$ cat src/rtl/spi_temp_responder_if.sv
// SPI link between an initiator and the temperature-sensor responder.
interface spi_temp_responder_if;
  logic sck;
  logic cs;
  logic mosi;
  logic miso;
  logic miso_oe;

  modport master (
    output sck,
    output cs,
    output mosi,
    input  miso,
    input  miso_oe
  );

  modport slave (
    input  sck,
    input  cs,
    input  mosi,
    output miso,
    output miso_oe
  );
endinterface

$ cat src/rtl/spi_temp_responder.sv
// Mode-0 SPI responder emulating the temperature sensor register file (config, temp LSB/MSB).
// Optional SPI_TEMP_RESPONDER_STATUS_EN adds a read-only transaction counter at address 0x03.
module spi_temp_responder #(
  parameter bit          CS_ACTIVE = 1'b1,
  parameter logic [7:0]  CFG_RESET = 8'h00,
  parameter int unsigned TEMP_W    = 12
) (
  input  logic                sys_clk_pin,
  input  logic                rst_n,
  spi_temp_responder_if.slave spi,
  input  logic [TEMP_W-1:0]   temp_value,
  output logic [7:0]          cfg_reg,
  output logic                wr_strobe,
  output logic [6:0]          wr_addr,
  output logic [7:0]          wr_data,
  output logic                busy
);

  localparam int unsigned BYTE_W   = 8;
  localparam int unsigned ADDR_W   = 7;
  localparam int unsigned CNT_W    = 3;
  localparam int unsigned TEMP_PAD = 16 - TEMP_W;

  localparam logic [ADDR_W-1:0] ADDR_CFG  = 7'h00;
  localparam logic [ADDR_W-1:0] ADDR_TLSB = 7'h01;
  localparam logic [ADDR_W-1:0] ADDR_TMSB = 7'h02;
`ifdef SPI_TEMP_RESPONDER_STATUS_EN
  localparam logic [ADDR_W-1:0] ADDR_STAT = 7'h03;
`endif

  typedef enum logic [1:0] {
    ST_IDLE,
    ST_ADDR,
    ST_DATA
  } state_t;

  // Two-flop synchronisers plus a delayed copy for edge detection.
  logic [1:0] sck_sync;
  logic [1:0] cs_sync;
  logic [1:0] mosi_sync;
  logic       sck_q;
  logic       cs_q;

  // cs is normalised to "active" here. Reset treats it as already active so a
  // transaction cut by reset is ignored until cs is seen inactive again.
  always_ff @(posedge sys_clk_pin) begin
    if (!rst_n) begin
      sck_sync  <= 2'b00;
      cs_sync   <= 2'b11;
      mosi_sync <= 2'b00;
      sck_q     <= 1'b0;
      cs_q      <= 1'b1;
    end else begin
      sck_sync  <= {sck_sync[0], spi.sck};
      cs_sync   <= {cs_sync[0], (spi.cs == CS_ACTIVE)};
      mosi_sync <= {mosi_sync[0], spi.mosi};
      sck_q     <= sck_sync[1];
      cs_q      <= cs_sync[1];
    end
  end

  logic cs_start;
  logic cs_stop;
  logic sck_rise;
  logic sck_fall;
  logic mosi_bit;

  assign cs_start = cs_sync[1] & ~cs_q;
  assign cs_stop  = ~cs_sync[1] & cs_q;
  assign sck_rise = sck_sync[1] & ~sck_q;
  assign sck_fall = ~sck_sync[1] & sck_q;
  assign mosi_bit = mosi_sync[1];

  state_t              state;
  logic [CNT_W-1:0]    bit_cnt;
  logic [BYTE_W-2:0]   in_sr;
  logic [BYTE_W-2:0]   out_sr;
  logic [ADDR_W-1:0]   addr;
  logic                wr_dir;
  logic [TEMP_W-1:0]   temp_snap;
`ifdef SPI_TEMP_RESPONDER_STATUS_EN
  logic [BYTE_W-1:0]   txn_cnt;
  logic                data_seen;
`endif

  logic [BYTE_W-1:0]   in_byte;
  logic                last_bit;
  logic [ADDR_W-1:0]   rd_addr;
  logic [BYTE_W-1:0]   rd_data;
  logic [15:0]         temp_aligned;

  assign in_byte      = {in_sr, mosi_bit};
  assign last_bit     = (bit_cnt == CNT_W'(BYTE_W - 1));
  assign temp_aligned = 16'(temp_snap) << TEMP_PAD;

  // Register that will be shifted out next: the start address at the end of
  // the address byte, otherwise the following address.
  always_comb begin
    rd_addr = (state == ST_ADDR) ? in_byte[ADDR_W-1:0] : addr + 7'd1;
    rd_data = 8'h00;
    case (rd_addr)
      ADDR_CFG:  rd_data = cfg_reg;
      ADDR_TLSB: rd_data = temp_aligned[7:0];
      ADDR_TMSB: rd_data = temp_aligned[15:8];
`ifdef SPI_TEMP_RESPONDER_STATUS_EN
      ADDR_STAT: rd_data = txn_cnt;
`endif
      default:   rd_data = 8'h00;
    endcase
  end

  // Transaction FSM. cs edges take priority over any sck edge on the same cycle.
  always_ff @(posedge sys_clk_pin) begin
    if (!rst_n) begin
      state       <= ST_IDLE;
      bit_cnt     <= '0;
      in_sr       <= '0;
      out_sr      <= '0;
      addr        <= '0;
      wr_dir      <= 1'b0;
      temp_snap   <= '0;
      cfg_reg     <= CFG_RESET;
      wr_strobe   <= 1'b0;
      wr_addr     <= '0;
      wr_data     <= '0;
      busy        <= 1'b0;
      spi.miso    <= 1'b0;
      spi.miso_oe <= 1'b0;
`ifdef SPI_TEMP_RESPONDER_STATUS_EN
      txn_cnt     <= '0;
      data_seen   <= 1'b0;
`endif
    end else begin
      wr_strobe <= 1'b0;
      if (cs_stop) begin
        state       <= ST_IDLE;
        busy        <= 1'b0;
        spi.miso    <= 1'b0;
        spi.miso_oe <= 1'b0;
        bit_cnt     <= '0;
        out_sr      <= '0;
`ifdef SPI_TEMP_RESPONDER_STATUS_EN
        if (data_seen) begin
          txn_cnt <= txn_cnt + 8'd1;
        end
        data_seen <= 1'b0;
`endif
      end else if (cs_start && (state == ST_IDLE)) begin
        state       <= ST_ADDR;
        temp_snap   <= temp_value;
        busy        <= 1'b1;
        spi.miso    <= 1'b0;
        spi.miso_oe <= 1'b1;
        bit_cnt     <= '0;
        in_sr       <= '0;
        out_sr      <= '0;
`ifdef SPI_TEMP_RESPONDER_STATUS_EN
        data_seen   <= 1'b0;
`endif
      end else if (state != ST_IDLE) begin
        if (sck_rise) begin
          in_sr   <= in_byte[BYTE_W-2:0];
          bit_cnt <= bit_cnt + CNT_W'(1);
          if (last_bit) begin
            if (state == ST_ADDR) begin
              state  <= ST_DATA;
              wr_dir <= in_byte[BYTE_W-1];
              addr   <= in_byte[ADDR_W-1:0];
              if (!in_byte[BYTE_W-1]) begin
                out_sr   <= rd_data[BYTE_W-2:0];
                spi.miso <= rd_data[BYTE_W-1];
              end
            end else begin
              addr <= addr + 7'd1;
`ifdef SPI_TEMP_RESPONDER_STATUS_EN
              data_seen <= 1'b1;
`endif
              if (wr_dir) begin
                if (addr == ADDR_CFG) begin
                  cfg_reg   <= in_byte;
                  wr_strobe <= 1'b1;
                  wr_addr   <= addr;
                  wr_data   <= in_byte;
                end
              end else begin
                out_sr   <= rd_data[BYTE_W-2:0];
                spi.miso <= rd_data[BYTE_W-1];
              end
            end
          end
        end else if (sck_fall && (bit_cnt != '0)) begin
          // The fall right after a byte boundary keeps the freshly loaded MSB.
          spi.miso <= out_sr[BYTE_W-2];
          out_sr   <= {out_sr[BYTE_W-3:0], 1'b0};
        end
      end
    end
  end

endmodule

$ cat src/flat_wrapper.sv
// flat-port wrapper written by rule: the top's interface ports become plain ports
module spi_temp_responder_flat 
#(
  parameter bit          CS_ACTIVE = 1'b1,
  parameter logic [7:0]  CFG_RESET = 8'h00,
  parameter int unsigned TEMP_W    = 12
)
  (sys_clk_pin, rst_n, temp_value, cfg_reg, wr_strobe, wr_addr, wr_data, busy, spi_sck, spi_cs, spi_mosi, spi_miso, spi_miso_oe);
  spi_temp_responder_if spi_i ();
  input  logic sys_clk_pin;
  input  logic rst_n;
  input  logic [TEMP_W-1:0] temp_value;
  output logic [7:0] cfg_reg;
  output logic wr_strobe;
  output logic [6:0] wr_addr;
  output logic [7:0] wr_data;
  output logic busy;
  input wire logic [$bits(spi_i.sck)-1:0] spi_sck;
  input wire logic [$bits(spi_i.cs)-1:0] spi_cs;
  input wire logic [$bits(spi_i.mosi)-1:0] spi_mosi;
  output wire logic [$bits(spi_i.miso)-1:0] spi_miso;
  output wire logic [$bits(spi_i.miso_oe)-1:0] spi_miso_oe;
  assign spi_i.sck = spi_sck;
  assign spi_i.cs = spi_cs;
  assign spi_i.mosi = spi_mosi;
  assign spi_miso = spi_i.miso;
  assign spi_miso_oe = spi_i.miso_oe;
  spi_temp_responder #(.CS_ACTIVE(CS_ACTIVE), .CFG_RESET(CFG_RESET), .TEMP_W(TEMP_W)) u_core (.sys_clk_pin(sys_clk_pin), .rst_n(rst_n), .spi(spi_i), .temp_value(temp_value), .cfg_reg(cfg_reg), .wr_strobe(wr_strobe), .wr_addr(wr_addr), .wr_data(wr_data), .busy(busy));
endmodule
$ cat config.mk
export PLATFORM = sky130hd
export DESIGN_NAME = spi_temp_responder_flat
export DESIGN_NICKNAME = d
export VERILOG_FILES = /design/src/rtl/spi_temp_responder_if.sv /design/src/rtl/spi_temp_responder.sv /design/src/flat_wrapper.sv
export SDC_FILE = /design/constraint.sdc
export NUM_CORES = 1
export LEC_CHECK = 0
export ABC_AREA = 1
export CORE_MARGIN = 2
export CORE_UTILIZATION = 32
export CTS_CLUSTER_DIAMETER = 150
export CTS_CLUSTER_SIZE = 30
export DETAILED_ROUTE_END_ITERATION = 8
export GPL_ROUTABILITY_DRIVEN = 0
export GPL_TIMING_DRIVEN = 0
export SLEW_MARGIN = 15
export SYNTH_ARGS = -nofsm -noshare
export SYNTH_HDL_FRONTEND = slang
export SYNTH_SLANG_ARGS = --single-unit
$ cat constraint.sdc
create_clock -name sys_clk_pin -period 1.9 [get_ports sys_clk_pin]
set_input_delay 0.285 -clock sys_clk_pin [delete_from_list [all_inputs] [get_ports sys_clk_pin]]
set_output_delay 0.285 -clock sys_clk_pin [all_outputs]
set_load 0.02 [all_outputs]
---- Word-level counts from Yosys, hierarchy flattened ----
Index checks and enable logic that the tools add are counted.
operators by class
  reductions and logical operators ........ 24
  mux-type cells .......................... 23
  equal/unequal tests ..................... 7
  $add $sub $neg .......................... 2
  bitwise gates (word level) .............. 16
operators with widths
  operator             number
  $mux 7               10
  $pmux 8 s3           1
  $logic_not 7->1      2
  $mux 1               12
  $not 1->1            12
  $reduce_bool 2->1    6
  $reduce_and 5->1     2
  $reduce_and 4->1     2
  $reduce_and 8->1     1
  $reduce_or 8->1      1
  $add 7x1->7 const B  1
  $eq 7x1->1 const B   1
  $eq 7x2->1 const B   1
  $ne 3x3->1 const B   2
  $reduce_and 6->1     1
  $and 1x1->1          4
  $reduce_and 2->1     2
  $add 3x1->3 const B  1
  $eq 3x3->1 const B   1
  $reduce_and 3->1     1
  $reduce_bool 3->1    1
  $reduce_or 3->1      1
  $eq 2x1->1 const B   1
  $logic_and 1x1->1    2
  3 further kinds      3
word-level totals
  flip-flop bits (word level) ............. 65
  output and inout bits ................... 27
  input bits .............................. 17
  logic and storage cells ................. 90

---- Depth between registers and ports, before layout ----
  depth in word-level cells ............... 8
  gate-level depth with buffers ........... 12
  depth with buffers taken out ............ 12

---- Worst setup path after synthesis ----
OpenSTA, ideal clock, no wires.
  path kind ............................... register to register
  start ................................... register u_core.addr[0]
  end ..................................... register u_core.out_sr[0]
  path slack .............................. 0.284 ns
  path buffers ............................ 1
  data required time ...................... 1.830 ns
  library setup time ...................... 0.070 ns
  stages on the path, launching flop included .. 13
  arrival ................................. 1.546 ns
  clock period less this slack ............ 1.616 ns
  path through ............................ dfxtp_1 ha_1 nand2_1 clkinv_1 nand2_1 nand3_2 o21ai_2 nor2_8 buf_6 nand4_1 nand2_1 nand3_1 a21oi_1
on the way
  cells in the longest elaborated chain, start to end .. 8
  elaborated cells on any way between the ends .. 11
  classes of those cells .................. add/sub: 1; eq/ne: 2; mux: 7; reduce/logical: 1
RTL lines
  what                                RTL line                                              text
  start, declared                     spi_temp_responder.sv:78                              logic [ADDR_W-1:0] addr;
  start signal, assigned              spi_temp_responder.sv:168                             addr <= in_byte[ADDR_W-1:0];
  start signal, assigned              spi_temp_responder.sv:174                             addr <= addr + 7'd1;
  $add 7x1->7 *                       spi_temp_responder.sv:99                              rd_addr = (state == ST_ADDR) ? in_byte[ADDR_W-1:0] : addr + 7'd1;
  $mux 7 *                            spi_temp_responder.sv:99
  $eq 7x2->1 (tied with other cells)  spi_temp_responder.sv:101                             case (rd_addr)
  $pmux 8 s3 *                        spi_temp_responder.sv:101
  $mux 7 (on tied branches)           spi_temp_responder.sv:178, spi_temp_responder.sv:169
  $mux 7 *                            spi_temp_responder.sv:165                             if (state == ST_ADDR) begin
  $mux 7 *                            spi_temp_responder.sv:164                             if (last_bit) begin
  $mux 7 *                            spi_temp_responder.sv:161                             if (sck_rise) begin
  end signal, assigned                spi_temp_responder.sv:170                             out_sr <= rd_data[BYTE_W-2:0];
  end signal, assigned                spi_temp_responder.sv:186                             out_sr <= rd_data[BYTE_W-2:0];
  end signal, assigned                spi_temp_responder.sv:194                             out_sr <= {out_sr[BYTE_W-3:0], 1'b0};
  end, declared                       spi_temp_responder.sv:77                              logic [BYTE_W-2:0] out_sr;
Mark *: on every way between the ends. The rest lies on a longest branch, timed or not. The select of a mux whose other input is x is not followed.
A chain may end at the register's enable or synchronous reset.

==> results.rst <==
.. list-table::
   :header-rows: 1

   * - Metric
     - Value
   * - Finish-stage setup viols
     - 0
   * - Reported leakage power
     - about 1.6 nW
   * - Maxcap violations
     - 0
   * - Most frequent standard cell in the layout excluding fill and tap cells
     - dfxtp_1
   * - Synthesized Nets
     - 419
   * - Hold Buf Count CTS
     - 0
   * - Area of all placed cells without fillers
     - about 4000 µm²
   * - Beginning of the worst hold path
     - u_core.mosi_sync[0]
   * - Clock root buffer
     - clkbuf_8
   * - Type of the worst setup path
     - flip-flop to primary output
   * - Clock Sink Count
     - 65
   * - Critical-path maximum fanout
     - 4
   * - Final worst hold slack
     - around 410 ps
   * - Sum of negative setup slack
     - 0 ps
   * - Die width
     - 101.9 µm
   * - Clock tree from TritonCTS
     - yes
   * - Post-route DRC
     - 0
   * - Antenna violations before repair
     - 0
   * - Number of vias per cell after detailed routing
     - approximately 4.7
   * - Top routing layer used
     - met4
   * - Residual antenna-violating net count after detailed routing
     - 0
   * - Run status
     - completed
   * - First-pass iteration count of the detailed router
     - 4
   * - Synth-to-Final Area Change
     - 28.75%
   * - Sequential cell area fraction in the yosys report
     - 42.47%
   * - R2R Path Start
     - u_core.bit_cnt[0]
   * - Cts bufs inserted
     - 9
   * - Vias post-DR
     - 2785
   * - Detailed-routed wire length on met2
     - ~3.4 mm
   * - Setup WS pre-CTS
     - -44.58 ps
   * - Maximum number of pins on one net before global-route repair
     - 11
   * - I/O pin cnt
     - 44
   * - Required time of the critical path
     - about 1600 ps
   * - Final worst-path cycle share
     - roughly 96%
   * - Commonest cells after routing, fill and taps aside
     - dfxtp_1 (62), inv_1 (52), clkdlybuf4s50_1 (43)
   * - Final core occ
     - 42.49%
   * - Achievable frequency
     - about 550 MHz
   * - Classification of the worst-slack hold path
     - flip-flop to flip-flop
   * - CP Cell Sequence
     - buf_4, clkdlybuf4s50_1
   * - Core footprint
     - just over 9000 µm²
   * - Clock-pin transition on the worst setup and hold timing paths
     - 70 ps
   * - Length in cells of the worst reg-to-reg path
     - 10
   * - Flip-flop and latch count after synthesis
     - 65
   * - WL met1
     - just under 4 mm
   * - Global-route usage over all layers
     - between 15 and 20%
   * - Count of mapped cells out of synthesis
     - between 300 and 400
   * - Reg-to-reg slack, setup
     - around 90 ps
   * - Setup slack after layout
     - ~84 ps
   * - Endpoint of the worst hold-timing path
     - u_core.mosi_sync[1]
   * - Vias in the first global route
     - ~2600
   * - Max Transition Viols Final
     - 0
   * - Post-Syn Area per Cell
     - 7.718 µm²
   * - CTS H-Tree Depth
     - 3
   * - Number of flip-flops under the largest register name
     - 12
   * - Yosys synthesis warning count
     - 0
   * - Average wire length per cell after detail routing
     - about 13 µm
   * - Skew final
     - ~8.3 ps
   * - Count of flip-flops with a built-in enable after synthesis
     - 0
   * - Largest area contributor in the synthesized netlist
     - dfxtp_1
   * - Metal3 WL
     - 358 µm
   * - DRC marker count from the first detailed-route iteration
     - 152
   * - Final-stage net count
     - 485
   * - Clock latency reported for the late side of the worst-skew pair
     - around 340 ps
   * - Number of buffers added on ports
     - 43
   * - Peak ir drop on the vdd network
     - approximately 0.00032 V
   * - Pwr per Cell Area
     - roughly 640 nW/µm²
   * - Total Die Area
     - between 10000 and 15000 µm²
   * - Wire length of the first global-routing pass
     - approximately 13 mm
   * - Portion of synthesized cell area occupied by the leading cell type
     - between 40% and 50%
   * - Row count
     - 35
   * - Worst-Margin Slew
     - ~430 ps
   * - Main area contributors after synthesis
     - dfxtp_1 (42%), inv_1 (6.4%), nand2_1 (5.1%)
   * - End of the worst register-to-register path
     - u_core.cfg_reg[6]
   * - Height of the die
     - around 100 µm
   * - Setup repair after global routing missed its margin
     - no
   * - GRT Residual Overflow
     - 0
   * - Number of cells on the worst hold path
     - 2
   * - Cell Area, Placed
     - around 3700 µm²
   * - Tightest slew margin relative to the limit
     - 71.36%
   * - Netlist cell types
     - 37
   * - Final critical-path required period
     - 1816 ps
   * - Share of layout cells above drive strength 1
     - between 15 and 20%
   * - Peak per-stage delay on the critical path
     - between 500 and 600 ps
   * - Final antenna diode count
     - 0
   * - Netlist Area Pre-Place
     - approximately 3100 µm²
   * - Detail Placement HPWL
     - 5.732 mm
   * - Initial Utilization
     - about a third
   * - Total detailed-routing wirelength
     - between 7 and 8 mm
   * - Primary FF master, synth
     - dfxtp_1
   * - Post-synth ARST share
     - 0%
   * - Capturing element type of the critical path
     - primary output
   * - Crit path arrival time
     - about 1500 ps
   * - Number of buffers on the longest clock path
     - 2
   * - Launch point of the critical path
     - u_core.cfg_reg[3]
   * - Slowest cell on crit path
     - clkdlybuf4s50_1
   * - Critical Path Start Type
     - flip-flop
   * - Hold Fails Final Rpt
     - 0
[how the worst max path moves through the flow]
stage	to	slack, ps	cells after the start
after floorplan	u_core.out_sr[0]	280	12
after global placement	u_core.cfg_reg[0]	-20	10
after detailed placement	u_core.cfg_reg[6]	-40	10
after CTS	u_core.cfg_reg[3]	-20	10
after global routing	u_core.out_sr[4]	5	12
final	wr_data[3]	80	2
[area by class of cell]
class                           instances  area [µm²]
Clock inverter                          4       20.02
Tap cell                              129       161.4
Buffer                                 22       153.9
Inverter                               62       240.2
Fill cell                             980        5339
Timing Repair Buffer                   54       513.0
Multi-Input combinational cell        249        1411
Sequential cell                        65        1310
Clock buffer                           12       135.1
[per-layer routing]
metal	vias to the layer above	track usage, %
met5	-	0
met1	1265	21.11
met2	64	25.35
met3	8	4.378
li1	1448	-
met4	0	4.615
[metrics by stage]
step / total power (W) / cells
3_3_place_gp: 0.001573 / 569
4_1_cts: 0.002537 / 587
6_report: 0.002508 / 597
3_5_place_dp: 0.001573 / 569
2_1_floorplan: 0.001509 / 397
5_1_grt: 0.002632 / 597
[cell families (layout without fill, tap and decap cells)]
kind of cell | Yosys count | count (layout) | synth area share (%)
flip-flops | 65 | 65 | 42.47
AO/OA/AOI/OAI | 90 | 90 | 16.50
AND/OR/NAND/NOR | 153 | 154 | 26.62
adder cells (fa/ha/maj) | 5 | 5 | 2.042
buffers and inverters | 84 | 154 | 12.37
[cell usage after synthesis (2+ instances only)]
master / instances
nand2_1: 42
a21oi_1: 25
or2_2: 3
o21ai_0: 29
inv_1: 52
buf_2: 4
nor2_1: 42
o21ai_1: 10
buf_4: 9
inv_2: 8
a31oi_1: 10
nor2_2: 2
nand3_4: 2
dfxtp_1: 65
a211oi_1: 2
nand3_2: 4
o21ai_2: 2
nor3_1: 4
o22ai_1: 7
ha_1: 5
nand2_2: 6
nand4_1: 21
clkbuf_1: 7
nand3_1: 18
nor2_4: 5
o211ai_1: 2
[timing repair]
action                                  CTS  global route
gates cloned                              1             0
gates resized for setup                   2            16
setup buffers                             1            10
endpoints found under the setup margin   18            27
pin swaps                                 3            10
[where the power goes]
group	internal (W)	total, W	switching (W)
Clock	0.000465	0.000964	0.000499
Sequential	0.00138	0.00139	0.0000112
Combinational	0.0000667	0.000155	0.0000883
[critical path: cells and delay by family, from the launching register on]
kind                   cells  cell delay [ps]
flip-flops                 1              450
buffers and inverters      2              740
Note: power is estimated with default switching activity, not from simulation.
